--- src/rtl/regfile_wb_arbiter_pkg.sv ---
// Shared definitions for the register-file writeback arbiter.
//
// Holds the register-file geometry, the requester-ID encoding and a small
// saturating-increment helper used by the r0 drop counter.
package regfile_wb_arbiter_pkg;

    localparam int unsigned REG_COUNT = 32;
    localparam int unsigned REG_IDX_W = 5;
    localparam int unsigned DATA_W    = 32;
    localparam int unsigned CNT_W     = 8;

    // Requester identity; also the encoding of the round-robin state.
    typedef enum logic {
        ReqAlu = 1'b0,
        ReqMem = 1'b1
    } req_id_e;

    // One writeback request as seen by the arbiter.
    typedef struct packed {
        logic                 valid;
        logic [REG_IDX_W-1:0] rd;
        logic [DATA_W-1:0]    data;
    } wb_req_t;

    // Increment that sticks at the all-ones value.
    function automatic logic [CNT_W-1:0] sat_inc(input logic [CNT_W-1:0] value);
        logic [CNT_W-1:0] result;
        result = value;
        if (value != {CNT_W{1'b1}}) begin
            result = value + {{(CNT_W-1){1'b0}}, 1'b1};
        end
        return result;
    endfunction

endpackage

--- src/rtl/wb_onehot_decode.sv ---
// One-hot write-select decoder for the register file.
//
// Converts a register index plus enable into a one-hot select vector. Bit 0
// is never driven because register 0 is hard-wired and must not be written.
//
// Ports:
//   idx     - register index
//   en      - decode enable; all-zero output when low
//   onehot  - one-hot register select (bit n selects register n)
module wb_onehot_decode
    import regfile_wb_arbiter_pkg::*;
(
    input  logic [REG_IDX_W-1:0] idx,
    input  logic                 en,
    output logic [REG_COUNT-1:0] onehot
);

    always_comb begin
        onehot = '0;
        if (en && (idx != '0)) begin
            onehot[idx] = 1'b1;
        end
    end

endmodule

--- src/rtl/regfile_wb_arbiter.sv ---
// Register-file writeback arbiter.
//
// Merges the ALU and load writeback ports onto the single register-file write
// port. Requests use a valid/ready handshake; ready is combinational. Accepted
// writes appear on dselect/dbus/wb_rd/wb_busy exactly one cycle later for one
// cycle. Writes to register 0 are accepted but suppressed and counted in a
// saturating counter.
//
// Configuration macro:
//   WB_ROUND_ROBIN_EN - defined: contended cycles alternate between requesters
//                       (first contended grant goes to MEM).
//                       undefined: MEM always wins contention.
//
// Ports:
//   clk, rst_n              - clock, asynchronous active-low reset
//   alu_valid/rd/data/ready - ALU writeback request port
//   mem_valid/rd/data/ready - load writeback request port
//   dselect                 - one-hot register write select
//   dbus                    - write data shared by all registers
//   wb_busy                 - a register write is presented this cycle
//   wb_rd                   - register being written (0 when idle)
//   r0_drop_cnt             - saturating count of accepted writes to register 0
module regfile_wb_arbiter
    import regfile_wb_arbiter_pkg::*;
(
    input  logic                 clk,
    input  logic                 rst_n,

    input  logic                 alu_valid,
    input  logic [REG_IDX_W-1:0] alu_rd,
    input  logic [DATA_W-1:0]    alu_data,
    output logic                 alu_ready,

    input  logic                 mem_valid,
    input  logic [REG_IDX_W-1:0] mem_rd,
    input  logic [DATA_W-1:0]    mem_data,
    output logic                 mem_ready,

    output logic [REG_COUNT-1:0] dselect,
    output logic [DATA_W-1:0]    dbus,
    output logic                 wb_busy,
    output logic [REG_IDX_W-1:0] wb_rd,
    output logic [CNT_W-1:0]     r0_drop_cnt
);

    wb_req_t alu_req;
    wb_req_t mem_req;
    wb_req_t acc_req;

    logic    contend;
    logic    xfer;
    req_id_e winner;

    logic                 wb_valid_q;
    logic [REG_IDX_W-1:0] wb_rd_q;
    logic [DATA_W-1:0]    dbus_q;
    logic [CNT_W-1:0]     r0_cnt_q;

    assign alu_req = '{valid: alu_valid, rd: alu_rd, data: alu_data};
    assign mem_req = '{valid: mem_valid, rd: mem_rd, data: mem_data};

    assign contend = alu_req.valid & mem_req.valid;

    // ------------------------------------------------------------------
    // Contention policy
    // ------------------------------------------------------------------
`ifdef WB_ROUND_ROBIN_EN
    // Winner of the most recent contended cycle; uncontended grants leave it
    // untouched. Reset value ALU makes the first contended grant go to MEM.
    req_id_e last_q;

    always_ff @(posedge clk or negedge rst_n) begin
        if (!rst_n) begin
            last_q <= ReqAlu;
        end else if (contend) begin
            last_q <= winner;
        end
    end

    always_comb begin
        winner = (last_q == ReqAlu) ? ReqMem : ReqAlu;
    end
`else
    assign winner = ReqMem;
`endif

    // ------------------------------------------------------------------
    // Grant / ready generation
    // ------------------------------------------------------------------
    always_comb begin
        alu_ready = 1'b0;
        mem_ready = 1'b0;
        // Readies are held low during reset so nothing is accepted then.
        if (rst_n) begin
            if (contend) begin
                if (winner == ReqMem) begin
                    mem_ready = 1'b1;
                end else begin
                    alu_ready = 1'b1;
                end
            end else begin
                alu_ready = alu_req.valid;
                mem_ready = mem_req.valid;
            end
        end
    end

    assign xfer = alu_ready | mem_ready;

    always_comb begin
        acc_req = alu_req;
        if (mem_ready) begin
            acc_req = mem_req;
        end
    end

    // ------------------------------------------------------------------
    // Registered write stage
    // ------------------------------------------------------------------
    always_ff @(posedge clk or negedge rst_n) begin
        if (!rst_n) begin
            wb_valid_q <= 1'b0;
            wb_rd_q    <= '0;
            dbus_q     <= '0;
            r0_cnt_q   <= '0;
        end else begin
            // Register 0 writes are swallowed here: they never reach the
            // output stage as a busy cycle.
            wb_valid_q <= xfer && (acc_req.rd != '0);
            wb_rd_q    <= (xfer && (acc_req.rd != '0)) ? acc_req.rd : '0;
            if (xfer) begin
                dbus_q <= acc_req.data;
            end
            if (xfer && (acc_req.rd == '0)) begin
                r0_cnt_q <= sat_inc(r0_cnt_q);
            end
        end
    end

    wb_onehot_decode u_decode (
        .idx    (wb_rd_q),
        .en     (wb_valid_q),
        .onehot (dselect)
    );

    assign dbus        = dbus_q;
    assign wb_busy     = wb_valid_q;
    assign wb_rd       = wb_rd_q;
    assign r0_drop_cnt = r0_cnt_q;

    // Both requesters must never be granted together.
    always_comb begin
        assert (!(alu_ready && mem_ready));
    end

endmodule

--- config.mk ---
export PLATFORM = sky130hd
export DESIGN_NAME = regfile_wb_arbiter
export DESIGN_NICKNAME = d
export VERILOG_FILES = /design/src/rtl/regfile_wb_arbiter_pkg.sv /design/src/rtl/wb_onehot_decode.sv /design/src/rtl/regfile_wb_arbiter.sv
export SDC_FILE = /design/constraint.sdc
export NUM_CORES = 1
export LEC_CHECK = 0
export CAP_MARGIN = 15
export CORE_MARGIN = 8
export CORE_UTILIZATION = 40
export CTS_BUF_LIST = sky130_fd_sc_hd__clkbuf_8
export DETAILED_ROUTE_END_ITERATION = 16
export GPL_TIMING_DRIVEN = 1
export PLACE_DENSITY = 0.95
export SLEW_MARGIN = 0
export SYNTH_ARGS = -nofsm -noshare
export SYNTH_HDL_FRONTEND = slang
export SYNTH_SLANG_ARGS = --single-unit
--- constraint.sdc ---
create_clock -name clk -period 2.6 [get_ports clk]
set_input_delay 0.39 -clock clk [delete_from_list [all_inputs] [get_ports clk]]
set_output_delay 0.39 -clock clk [all_outputs]
set_load 0.02 [all_outputs]
Word-level counts from Yosys, hierarchy flattened
Cells that the tools add are included.
Storage, ports and cells
  input port bits: 78
  flip-flop bits (word level): 46
  output and inout bits: 80
Operators by class
  reduce and logical (&&, ||, !) cells: 8
  add/sub/neg operators: 1
  order comparisons: 2
  equal/unequal tests: 1
  multiplexer cells: 9
  bitwise gates (word level): 2
Operators with widths (number)
  37-bit 2-to-1 mux: 1
  32-bit 2-to-1 mux: 1
  5-bit nonzero test: 2
  8-bit by 1-bit adder with 8-bit output (second input constant): 1
  8-bit != test (second input constant): 1
  5-bit by 6-bit < comparator with 1-bit output (second input constant): 1
  1-bit demux with 5-bit select: 1
  5-bit by 1-bit greater-or-equal comparator with 1-bit output (second input constant): 1
  5-bit zero test: 1
  1-bit 2-to-1 mux: 5
  5-bit 2-to-1 mux: 1
  1-bit logical AND: 4
  2-bit AND reduction: 1
  1-bit AND: 1
  1-bit bitwise OR: 1

Logic depth before layout (Yosys ltp)
  depth in word-level cells: 7
  depth in mapped cells: 6
  gate-level depth less buffers: 5

By module
Synthesis repeated with hierarchy kept, for this count alone.
Second synthesis, totals
  cell total of the unflattened synthesis: 251
  area, all modules: 2372.3 µm²
Modules (own cells, without submodules)
  regfile_wb_arbiter: instances 1, cells each 203, area each 2134.5 µm²
  wb_onehot_decode: instances 1, cells each 48, area each 237.7 µm²

Least setup slack after synthesis
Ideal clock, no wire load.
  path type: reg2out
  start: register wb_rd_q[3], in the netlist wb_rd[3]
  end: output port dselect[10]
  data required time: 2.210 ns
  path buffers: 0
  arrival time: 1.332 ns
  slack: 0.878 ns
  cell stages (with the launch flop): 3
  cells stage by stage: dfrtp_1 > or3b_2 > nor2_1
Between the ends
  longest elaborated chain between the ends: 5
  elaborated cells between the ends (all ways): 8
  those cells by class: order compare (2); mux (3); reduce/logical (3)
Ends and longest elaborated chain
  start: declaration: line regfile_wb_arbiter.sv:55  | logic [REG_IDX_W-1:0] wb_rd_q;
  start signal: assignment: line regfile_wb_arbiter.sv:130  | wb_rd_q <= (xfer && (acc_req.rd != '0)) ? acc_req.rd : '0;
  5-bit by 6-bit < comparator with 1-bit output (not written as such) / 5-bit by 1-bit greater-or-equal comparator with 1-bit output (equally long branches): line wb_onehot_decode.sv:21  | onehot[idx] = 1'b1;
  1-bit logical AND (not written as such): line wb_onehot_decode.sv:21
  1-bit 2-to-1 mux (not written as such): line wb_onehot_decode.sv:21
  1-bit demux with 5-bit select
  32-bit 2-to-1 mux *: line wb_onehot_decode.sv:20  | if (en && (idx != '0)) begin
  end: declaration: line regfile_wb_arbiter.sv:39  | output logic [REG_COUNT-1:0] dselect,
Mark *: on every way between the ends. The rest lies on a longest branch, timed or not.

Worst setup path in the final report
  start: register wb_rd_q[2], in the netlist wb_rd[2]
  end: output port dselect[11]
The elaborated chain is that of the path after synthesis.

==> impl_metrics.yaml <==
run_status:
  status: "completed"
detailed_routing:
  drt_wl_total_um: 8040
  ant_nets: 0
  wl_per_cell_um: 15.4
  via_count: 2587
  drt_iter0_markers: 48
  firstDrtPassIters: 4
  drt-vias-per-instance: 4.97
  drc: 0
yosys:
  syn_nets: 370
  synth.avg_cell_area_sq_um: 8.01
  synth_mux_area_share_pct: 1.61
  ys.warnings.count: 0
  synth-xor-area-share_pct: 1.88
  synth_edf_count: 0
  syn_area_sq_mm: 0.00233
  synthArstFlopShare_pct: 100
  synthAdderAreaFrac_pct: 0.537
  ys_types: 30
  synth-compound-area-share_pct: 11.4
  syn_inst: 291
  ys_seq_area_share_pct: 49.4
  synthFlopType: "dfrtp_1"
  synth_seq_cells: 46
  synth_top_family_by_area: "simple AND/OR/NAND/NOR gates"
  synth_simple_gate_area_share_pct: 32.0
timing:
  finalSetupTns_ns: 0
  period_needed_ns: 2.45
  hold-worst-slack_ns: 0.134
  rsz0062_at_grt: "false"
  fin_ws_ns: 0.154
  max_freq_mhz: 409
  worst_pin_slew_ns: 0.545
  hold_viol: 0
  slew_viol_final: 0
  relSlewSlack_pct: 63.6
  finalClockSkew_ns: 0.00409
  setup_viol: 0
  period_share_pct: 94.1
global_routing:
  grt_max_degree: 38
  grt_pass1_wl_um: 13100
  antenna_found_initial: 0
  grt_pass1_vias: 2645
  track_usage_pct: 18.9
  overflow: 0
cts:
  postCtsHoldBufs: 0
  cts.sinks: 46
  tritoncts: "done"
  cts_resized: 0
  post-cts-setup-buffers: 0
  path_clk_slew_ns: 0.08
  clkLatencyLatePin_ns: 0.28
  numCtsBuffers: 5
  clockBufferDepth: 2
  htree_levels: 2
  root_buffer: "clkbuf_8"
floorplan:
  dieArea_sq_mm: 0.00853
  pin_count: 158
  start_util_pct: 40.3
  die-height_um: 92.3
  rows: 28
  die_w_um: 92.3
  core-area_sq_mm: 0.00578
cells_and_area:
  drive_above_1_share_pct: 5.16
  num_antenna_cells: 0
  fillerInstances: 474
  post-route-cell-area_sq_mm: 0.00406
  areaGrowthSynthToFinish_pct: 74.1
  nets: 525
place:
  gp_congestion: 0.814
  hpwl_um: 6600
  placed_area_sq_mm: 0.00398
  io_buffers: 156
  post-place-ws_ns: 0.263
critical_path:
  cp.arrival_ns: 2.06
  path_max_fanout: 9
  crit_type: "flip-flop to primary output"
  worstSetupStartpointType: "flip-flop"
  worstSetupEndpointType: "primary output"
  reg2reg_depth: 5
  cp.required_ns: 2.21
power_and_ir_drop:
  p_per_area_mw_per_mm2: 466
  power_leakage_nw: 1.66
  vdd_drop_max_mv: 0.255
run:
  maxCapViolations: 0
hold_path:
  hold_path_class: "primary input to asynchronous set/reset pin"
worst paths after layout:
kind / slack [ns] / to / startpoint
worst max-delay path: 0.15 / dselect[11] / wb_rd[2]
min in group clk: 0.53 / r0_drop_cnt[5] / r0_drop_cnt[5]
worst max register to register: 1.01 / r0_drop_cnt[1] / r0_drop_cnt[0]
max in group asynchronous: 2.19 / dbus[18] / rst_n
worst min register to register: 0.53 / r0_drop_cnt[5] / r0_drop_cnt[5]
worst min-delay path: 0.13 / wb_rd[3] / rst_n
state kept, by name (all words and copies together) (netlist names):
register	flops
r0_drop_cnt	8
wb_rd	5
dbus	32
wb_busy	1
metal layers:
layer | wire [um] | track usage, %
met3 | 865 | 7.77
met4 | 89 | 5.10
met5 | 0 | 0
met2 | 4030 | 32.4
met1 | 3050 | 21.0
synthesized netlist by cell type, types with 2 or more instances:
| library cell | n | area, sq um |
|---|---|---|
| mux2_1 | 2 | 22.5 |
| nand3b_1 | 5 | 37.5 |
| nand4_1 | 5 | 31.3 |
| buf_1 | 5 | 18.8 |
| nand2_1 | 79 | 297 |
| clkbuf_1 | 10 | 37.5 |
| a31oi_1 | 32 | 200 |
| and3_1 | 3 | 18.8 |
| nand3_1 | 7 | 35.0 |
| a21oi_1 | 5 | 25.0 |
| xnor2_1 | 5 | 43.8 |
| inv_1 | 2 | 7.51 |
| dfrtp_1 | 46 | 1150 |
| nor2_1 | 69 | 259 |
placed cells by master, fill, tap and decap left out, types with 2 or more instances in the layout:
master / netlist / layout
mux2_1: 2 / 2
a31oi_1: 32 / 32
nand2_1: 79 / 78
dfrtp_1: 46 / 46
and3_1: 3 / 3
clkdlybuf4s50_1: 0 / 155
clkbuf_8: 0 / 5
a21oi_1: 5 / 5
xnor2_1: 5 / 5
nand3_1: 7 / 7
buf_4: 1 / 8
nor2_1: 69 / 69
inv_1: 2 / 4
nand3b_1: 5 / 5
nand2_2: 1 / 2
nand4_1: 5 / 5
area by class of cell:
class                   instances  area [sq um]  share of cell area (%)
repair buffers                164          1620                    39.8
clock inverters                 2          7.51                   0.185
well taps                      75          93.8                    2.31
clock buffers                   5          68.8                    1.70
inverters                       2          7.51                   0.185
multi-input cells             227          1110                    27.4
flip-flops and latches         46          1150                    28.4
critical path: stages, from the launching register on:
cell,delay [ns]
dfrtp_1,0.47
or3b_2,0.55
nor2_1,0.13
clkdlybuf4s50_1,0.63
per-stage QoR:
step,power [mW],instances,utilization (%)
after floorplan,1.14,291,-
after global placement,1.50,514,68.8
after detailed placement,1.51,514,68.8
after CTS,1.92,521,70.2
after global routing,2.00,521,70.2
final,1.89,521,70.2
cells by family after synthesis:
group,count (synthesis)
adder cells (fa/ha/maj),1
multiplexers,3
buffers and inverters,18
XOR/XNOR,5
flip-flops,46
AO/OA/AOI/OAI,40
AND/OR/NAND/NOR,177
other,1
power by group:
| group | switching (mW) | total [mW] | internal, mW |
|---|---|---|---|
| Combinational | 0.303 | 0.631 | 0.327 |
| Sequential | 0.0627 | 0.862 | 0.799 |
| Clock | 0.222 | 0.400 | 0.178 |
Note: power is estimated with default switching activity, not from simulation.
